File: config.mk
export PLATFORM = sky130hd
export DESIGN_NAME = ncpu32k_ibus_resp
export DESIGN_NICKNAME = d
export VERILOG_FILES = /design/src/rtl/ncpu32k_ibus_resp.sv
export SDC_FILE = /design/constraint.sdc
export NUM_CORES = 1
export LEC_CHECK = 0
export ABC_AREA = 1
export BUFFER_PORTS_ARGS = -buffer_cell sky130_fd_sc_hd__buf_2
export CAP_MARGIN = 20
export CORE_MARGIN = 2
export CORE_UTILIZATION = 52
export CTS_CLUSTER_DIAMETER = 200
export CTS_CLUSTER_SIZE = 8
export DETAILED_ROUTE_END_ITERATION = 12
export GPL_TIMING_DRIVEN = 0
export PLACE_DENSITY = 0.79
export SLEW_MARGIN = 20
export SYNTH_ARGS = -nofsm -noshare
export SYNTH_HDL_FRONTEND = slang
export SYNTH_SLANG_ARGS = --single-unit
File: constraint.sdc
create_clock -name clk_i -period 3.6 [get_ports clk_i]
set_input_delay 0.36 -clock clk_i [delete_from_list [all_inputs] [get_ports clk_i]]
set_output_delay 0.36 -clock clk_i [all_outputs]
set_load 0.02 [all_outputs]
File: src/rtl/ncpu32k_ibus_resp.sv
// Instruction-bus responder: forwards IFU fetches to an in-order memory port and returns insns in order.
// Optional same-cycle response bypass to the IFU is enabled by defining NCPU_IBUS_RESP_BYPASS_EN.
module ncpu32k_ibus_resp #(
   parameter int            AW         = 32,
   parameter int            IW         = 32,
   parameter int            DEPTH      = 2,
   parameter logic [AW-1:0] RESET_ADDR = '0
) (
   input  logic          clk_i,
   input  logic          rst_i,
   input  logic          ibus_cmd_valid_i,
   output logic          ibus_cmd_ready_o,
   input  logic [AW-1:0] ibus_cmd_addr_i,
   input  logic          ibus_flush_req_i,
   output logic          ibus_valid_o,
   input  logic          ibus_ready_i,
   output logic [IW-1:0] ibus_dout_o,
   output logic [AW-1:0] ibus_out_id_o,
   output logic [AW-1:0] ibus_out_id_nxt_o,
   output logic          mem_cmd_valid_o,
   input  logic          mem_cmd_ready_i,
   output logic [AW-1:0] mem_cmd_addr_o,
   input  logic          mem_rsp_valid_i,
   input  logic [IW-1:0] mem_rsp_data_i
);

   localparam int PW = (DEPTH > 1) ? $clog2(DEPTH) : 1;
   localparam int CW = PW + 1;

   typedef logic [PW-1:0] ptr_t;
   typedef logic [CW-1:0] cnt_t;

   logic [AW-1:0]    addr_q [DEPTH];
   logic [IW-1:0]    data_q [DEPTH];
   logic [DEPTH-1:0] filled_q;
   ptr_t             head_q, tail_q, fptr_q;
   ptr_t             head_d, tail_d, fptr_d;
   cnt_t             occ_q, unf_q, drop_q;
   cnt_t             occ_d, unf_d, drop_d;
   logic [AW-1:0]    out_id_nxt_q;
   logic             post_rst_q;

   logic [CW:0]      inflight;
   logic             credit_ok;
   logic             accept;
   logic             rsp_drop;
   logic             rsp_take;
   logic             rsp_err;
   logic             head_filled;
   logic             byp;
   logic             pop;

   // Handshakes: a transfer happens on a cycle where valid and ready are both high at the posedge.
   // Credit looks only at registered state, so a same-cycle pop never frees a slot for a push.
   assign inflight  = {1'b0, occ_q} + {1'b0, drop_q};
   assign credit_ok = inflight < (CW+1)'(DEPTH);

   assign mem_cmd_valid_o   = ibus_cmd_valid_i & credit_ok;
   assign ibus_cmd_ready_o  = mem_cmd_ready_i & credit_ok;
   assign mem_cmd_addr_o    = ibus_cmd_addr_i;
   assign accept            = ibus_cmd_valid_i & ibus_cmd_ready_o;
   assign ibus_out_id_nxt_o = out_id_nxt_q;

   assign rsp_drop    = mem_rsp_valid_i & (drop_q != '0);
   assign rsp_take    = mem_rsp_valid_i & (drop_q == '0) & (unf_q != '0);
   assign rsp_err     = mem_rsp_valid_i & (drop_q == '0) & (unf_q == '0);
   assign head_filled = (occ_q != '0) & filled_q[head_q];

`ifdef NCPU_IBUS_RESP_BYPASS_EN
   // No filled entry ahead means the responding entry is the head itself.
   assign byp          = rsp_take & (occ_q == unf_q);
   assign ibus_valid_o = head_filled | byp;
   assign ibus_dout_o  = byp ? mem_rsp_data_i : data_q[head_q];
`else
   assign byp          = 1'b0;
   assign ibus_valid_o = head_filled;
   assign ibus_dout_o  = data_q[head_q];
`endif
   assign ibus_out_id_o = addr_q[head_q];
   assign pop           = ibus_valid_o & ibus_ready_i;

   always_comb begin
      head_d = head_q;
      tail_d = tail_q;
      fptr_d = fptr_q;
      occ_d  = occ_q;
      unf_d  = unf_q;
      drop_d = drop_q;
      if (rsp_drop) begin
         drop_d = drop_q - cnt_t'(1);
      end
      if (rsp_take) begin
         unf_d  = unf_q - cnt_t'(1);
         fptr_d = fptr_q + ptr_t'(1);
      end
      if (pop) begin
         head_d = head_q + ptr_t'(1);
         occ_d  = occ_q - cnt_t'(1);
      end
      // Unfilled survivors still have responses coming back; those must be swallowed.
      if (ibus_flush_req_i) begin
         drop_d = drop_d + unf_d;
         head_d = tail_q;
         fptr_d = tail_q;
         occ_d  = '0;
         unf_d  = '0;
      end
      if (accept) begin
         tail_d = tail_q + ptr_t'(1);
         occ_d  = occ_d + cnt_t'(1);
         unf_d  = unf_d + cnt_t'(1);
      end
   end

   always_ff @(posedge clk_i) begin
      if (rst_i) begin
         for (int i = 0; i < DEPTH; i++) begin
            addr_q[i] <= '0;
            data_q[i] <= '0;
         end
         filled_q     <= '0;
         head_q       <= '0;
         tail_q       <= '0;
         fptr_q       <= '0;
         occ_q        <= '0;
         unf_q        <= '0;
         drop_q       <= '0;
         out_id_nxt_q <= RESET_ADDR - AW'(4);
         post_rst_q   <= 1'b1;
      end else begin
         head_q <= head_d;
         tail_q <= tail_d;
         fptr_q <= fptr_d;
         occ_q  <= occ_d;
         unf_q  <= unf_d;
         drop_q <= drop_d;
         if (rsp_take && !(byp && ibus_ready_i)) begin
            data_q[fptr_q]   <= mem_rsp_data_i;
            filled_q[fptr_q] <= 1'b1;
         end
         if (accept) begin
            addr_q[tail_q]   <= ibus_cmd_addr_i;
            filled_q[tail_q] <= 1'b0;
            out_id_nxt_q     <= ibus_cmd_addr_i;
            post_rst_q       <= 1'b0;
         end
      end
   end

`ifndef SYNTHESIS
   // Strays are tolerated only while requests issued before reset may still be draining.
   always_ff @(posedge clk_i) begin
      if (!rst_i) begin
         assert (!(rsp_err && !post_rst_q));
      end
   end
`endif

endmodule

==> run summary <==
CLOCKING
-----------------------------------------------------------------------------------------------------
Source-to-sink clock delay at the later pin of the worst-skew pair .....................      0.43 ns
Inserted Clock Buffers .................................................................           17
CTS tree ...............................................................................        built
Htree depth ............................................................................            4
Hold-fix buffer count after cts ........................................................            0
Clock root cell ........................................................................ sky130_fd_sc_hd__clkbuf_16
Clock slew at reported path FFs ........................................................      0.06 ns
Quantity of gates resized following cts ................................................            0
Setup repair bufs after CTS ............................................................            0
Total clock sinks ......................................................................          172
Clock Path Buffers .....................................................................            2

FINAL LAYOUT
-----------------------------------------------------------------------------------------------------
Final standard cell area without fillers ...............................................    9200 um^2
Area growth from synthesis to layout ...................................................        24.9%
Layout Cells excl Fill .................................................................        1,067
Final antenna diode count ..............................................................            0
Post-layout net count ..................................................................          950
Fraction of layout instances using a drive strength above 1 ............................        39.0%

SYNTHESIS
-----------------------------------------------------------------------------------------------------
Warnings from Yosys ....................................................................            0
Synth Area in XOR/XNOR .................................................................       0.357%
Largest family of logic cells by synthesized area ...................................... simple AND/OR/NAND/NOR gates
Post-synthesis compound-gate area fraction .............................................        5.16%
Post-synthesis share of cell area spent on full adders, half adders and majority gates .       0.951%
Post-synth top area cell ............................................................... sky130_fd_sc_hd__edfxtp_1
Gate count after technology mapping ....................................................          653
Post-synthesis mux area share ..........................................................        9.78%
Synthesized area per cell ..............................................................    11.3 um^2
Post-synthesis sequential area ratio ...................................................        64.1%
Number of synthesized register bits ....................................................          172
Netlist Area Pre-Place .................................................................    7370 um^2
Main area contributors after synthesis ................................................. sky130_fd_sc_hd__edfxtp_1 (52%), sky130_fd_sc_hd__dfxtp_1 (12%), sky130_fd_sc_hd__mux2_2 (9.8%), sky130_fd_sc_hd__nor2_1 (7.0%), sky130_fd_sc_hd__inv_1 (4.4%)
Share of Yosys cell area claimed by the top area cell type .............................        52.2%
Simple-gate portion of the synthesized area ............................................        9.82%
Yosys cell types .......................................................................           23
Number of nets in the synthesized netlist ..............................................          729

STA
-----------------------------------------------------------------------------------------------------
Sum Neg Setup Slack ....................................................................         0 ns
Slew of the pin with the lowest slew margin ............................................     0.792 ns
Peak clock frequency supported by timing ...............................................      353 MHz
Minimum clock period after layout ......................................................      2.83 ns
WHS ....................................................................................     0.245 ns
Slew Viols, Final ......................................................................            0
Largest clock skew in the final design .................................................   0.00824 ns
Setup-violating endpoint count in the final report .....................................            0
Final cycle utilization of the critical path ...........................................        78.7%
RSZ-0062 raised after global routing ...................................................        false
Worst-case headroom to the max-slew limit ..............................................        47.0%
Hold Fails Final Rpt ...................................................................            0

CRITICAL PATH
-----------------------------------------------------------------------------------------------------
Kind of cell adding the most delay to the critical path ................................ simple AND/OR/NAND/NOR gates
Largest stage delay, worst path ........................................................      0.40 ns
Crit path buffers/inverters ............................................................            4
Capture point of the worst reg-to-reg path ............................................. addr_q[0][14]
Register-to-Register Setup Slack .......................................................      0.77 ns
Kind of start point of the critical path ...............................................         flop
Crit-path cells ........................................................................ nand2_1 > inv_1 > fa_1 > or2_1 > nor3_4 > inv_2 > nor3_2 > inv_2 > nand2_2 > buf_12
Peak fanout along the critical path ....................................................           22
Start of the worst register-to-register path ...........................................    drop_q[0]
Crit-path slowest cell ................................................................. sky130_fd_sc_hd__fa_1
Start point of the critical path .......................................................    drop_q[0]
Crit end category ......................................................................         flop
Most common cell on crit path .......................................................... sky130_fd_sc_hd__inv_2
Data arrival at the endpoint of the critical path ......................................      2.96 ns
Number of cells on the critical path ...................................................           10
Required time worst endpoint ...........................................................      3.73 ns
Critical setup path kind ...............................................................      reg2reg
Worst Reg2Reg Path Length in Cells .....................................................           10
CP Capture Point ....................................................................... addr_q[0][14]

FLOORPLANNING
-----------------------------------------------------------------------------------------------------
Number of placed I/O pins ..............................................................          202
Die W ..................................................................................       123 um
Placeable Area .........................................................................  13,900 um^2
Starting Density .......................................................................        53.1%
Die Area ...............................................................................  15,100 um^2
Number of cell rows ....................................................................           43
Die extent in y ........................................................................       123 um

DETAILED ROUTING
-----------------------------------------------------------------------------------------------------
Wire length per cell ...................................................................      15.9 um
Vias post-DR ...........................................................................        5,327
Antenna Violating Nets Remaining .......................................................            0
Detailed Route WL ......................................................................    16,900 um
DR pass1 iterations ....................................................................            5
Vias per cell ..........................................................................         4.99
Total DRC errors in the routed layout ..................................................            0
First-iteration detailed-routing DRC count .............................................          359

GRT
-----------------------------------------------------------------------------------------------------
Met1 routing resource usage after global routing .......................................        28.1%
Leftover overflow at the end of global routing .........................................            0
Number of global-route vias before repair ..............................................        5,222
Met3 GRT Util ..........................................................................        5.81%
Global-route wire length before repair .................................................    25,600 um
Pin count of the biggest net entering global routing ...................................           33
Initial antenna violation count ........................................................            0
Grt peak-use layer .....................................................................         met2
Tot GR Track Use .......................................................................        22.9%
GR Util met2 ...........................................................................        39.1%

PLACEMENT
-----------------------------------------------------------------------------------------------------
Weighted congestion at the end of routability-driven global placement ..................        0.819
Number of cells after detailed placement ...............................................        1,035
Detailed placement HPWL ................................................................    11,900 um
Total of buffers placed on input and output ports ......................................          200
Placed Area ............................................................................    8650 um^2

PWR
-----------------------------------------------------------------------------------------------------
Leakage Power ..........................................................................      4.26 nW
Overall power consumption ..............................................................      4.84 mW
Worst supply voltage drop on vdd .......................................................     0.372 mV
Power Density ..........................................................................  526 nW/um^2

JOB
-----------------------------------------------------------------------------------------------------
Maximum capacitance violations .........................................................            0

HOLD PATH
-----------------------------------------------------------------------------------------------------
Min-delay worst type ...................................................................       in2reg

RUN STATUS
-----------------------------------------------------------------------------------------------------
Result of the run ...................................................................... finished, final reports clean

[stage by stage]
stage | util, % | worst slack, ns
finish | 66.3 | 0.767
global route | 66.3 | 0.525
global placement | 61.9 | 0.0815
detailed placement | 62.3 | 0.802
floorplan | - | 0.805
CTS | 66.3 | 0.761
[cells in the mapped netlist]
cell type                  count
sky130_fd_sc_hd__nor2_1      138
sky130_fd_sc_hd__edfxtp_1    128
sky130_fd_sc_hd__inv_1        86
sky130_fd_sc_hd__mux2_2       64
sky130_fd_sc_hd__dfxtp_1      44
sky130_fd_sc_hd__a21oi_1      41
sky130_fd_sc_hd__o21ai_0      35
sky130_fd_sc_hd__buf_4        32
sky130_fd_sc_hd__nand2_1      28
sky130_fd_sc_hd__clkbuf_1     15
sky130_fd_sc_hd__nand3_1      11
sky130_fd_sc_hd__buf_2         9
sky130_fd_sc_hd__ha_1          4
sky130_fd_sc_hd__buf_1         3
sky130_fd_sc_hd__buf_6         3
sky130_fd_sc_hd__xor2_1        3
sky130_fd_sc_hd__inv_2         2
sky130_fd_sc_hd__nand4_1       2
sky130_fd_sc_hd__clkinv_1      1
sky130_fd_sc_hd__fa_1          1
sky130_fd_sc_hd__nor3_2        1
sky130_fd_sc_hd__nor3_4        1
sky130_fd_sc_hd__or2_1         1
[per-layer routing]
metal	wire [um]	up-vias
met1	7100	2538
met3	1290	24
li1	-	2567
met2	8260	198
met5	0	-
met4	275	0
[worst reg2reg max path, stage by stage (launching register included)]
cell	delay [ns]
sky130_fd_sc_hd__dfxtp_1	0.38
sky130_fd_sc_hd__nand2_1	0.08
sky130_fd_sc_hd__inv_1	0.07
sky130_fd_sc_hd__fa_1	0.40
sky130_fd_sc_hd__or2_1	0.29
sky130_fd_sc_hd__nor3_4	0.32
sky130_fd_sc_hd__inv_2	0.18
sky130_fd_sc_hd__nor3_2	0.16
sky130_fd_sc_hd__inv_2	0.11
sky130_fd_sc_hd__nand2_2	0.30
sky130_fd_sc_hd__buf_12	0.23
[cell type report]
class | count | area, um^2
timing repair buffer | 202 | 1050
clock inverter | 9 | 60.1
inverter | 89 | 334
multi-input combinational | 330 | 1930
fill | 1108 | 4680
clock buffer | 23 | 489
tap | 180 | 225
buffer | 62 | 387
sequential | 172 | 4720
[sequential cells by signal, summed over array words and instances (netlist names), named ones only]
signal	count
addr_q	64
filled_q	2
ibus_out_id_nxt_o	32
occ_q	2
head_q	1
fptr_q	1
drop_q	2
unf_q	2
data_q	64
tail_q	1
[cells in the final DEF (no fill, tap or decap), types with 3 or more instances in the layout]
cell                        count
sky130_fd_sc_hd__nand2_1       24
sky130_fd_sc_hd__nand2_2        4
sky130_fd_sc_hd__clkbuf_16     18
sky130_fd_sc_hd__nor2_1       138
sky130_fd_sc_hd__o21ai_0       35
sky130_fd_sc_hd__buf_2        209
sky130_fd_sc_hd__clkinv_4       3
sky130_fd_sc_hd__edfxtp_1     128
sky130_fd_sc_hd__mux2_2        64
sky130_fd_sc_hd__xor2_1         3
sky130_fd_sc_hd__dfxtp_1       44
sky130_fd_sc_hd__buf_1          3
sky130_fd_sc_hd__a21oi_1       41
sky130_fd_sc_hd__buf_6          3
sky130_fd_sc_hd__ha_1           4
sky130_fd_sc_hd__buf_4         32
sky130_fd_sc_hd__clkbuf_1      18
sky130_fd_sc_hd__inv_1         86
sky130_fd_sc_hd__nand3_1       11
[cell families after synthesis]
| logic type | count (synthesis) |
|---|---|
| simple gates | 182 |
| flops | 172 |
| compound gates | 76 |
| xor+xnor | 3 |
| fa+ha+maj | 5 |
| buf+inv | 151 |
| mux | 64 |
[power breakdown]
group          leakage [nW]  switching [mW]  internal (mW)  total [mW]
combinational          2.30           0.523          0.291       0.814
sequential             1.69          0.0531           2.28        2.34
clock                 0.271           0.733          0.959        1.69
total                  4.26            1.31           3.53        4.84
[how the worst min path moves through the flow]
| stage | startpoint | end | slack, ns | cells past startpoint |
|---|---|---|---|---|
| 2_1_floorplan | filled_q[1] | filled_q[1] | 0.43 | 2 |
| 3_3_place_gp | filled_q[1] | filled_q[1] | 0.44 | 2 |
| 3_5_place_dp | ibus_out_id_nxt_o[10] | ibus_out_id_nxt_o[10] | 0.46 | 2 |
| 4_1_cts | ibus_cmd_addr_i[1] | ibus_out_id_nxt_o[1] | 0.22 | 3 |
| 5_1_grt | mem_rsp_data_i[14] | data_q[1][14] | 0.24 | 3 |
| 6_report | ibus_cmd_addr_i[2] | ibus_out_id_nxt_o[2] | 0.24 | 3 |
(Power assumes the default switching activity.)
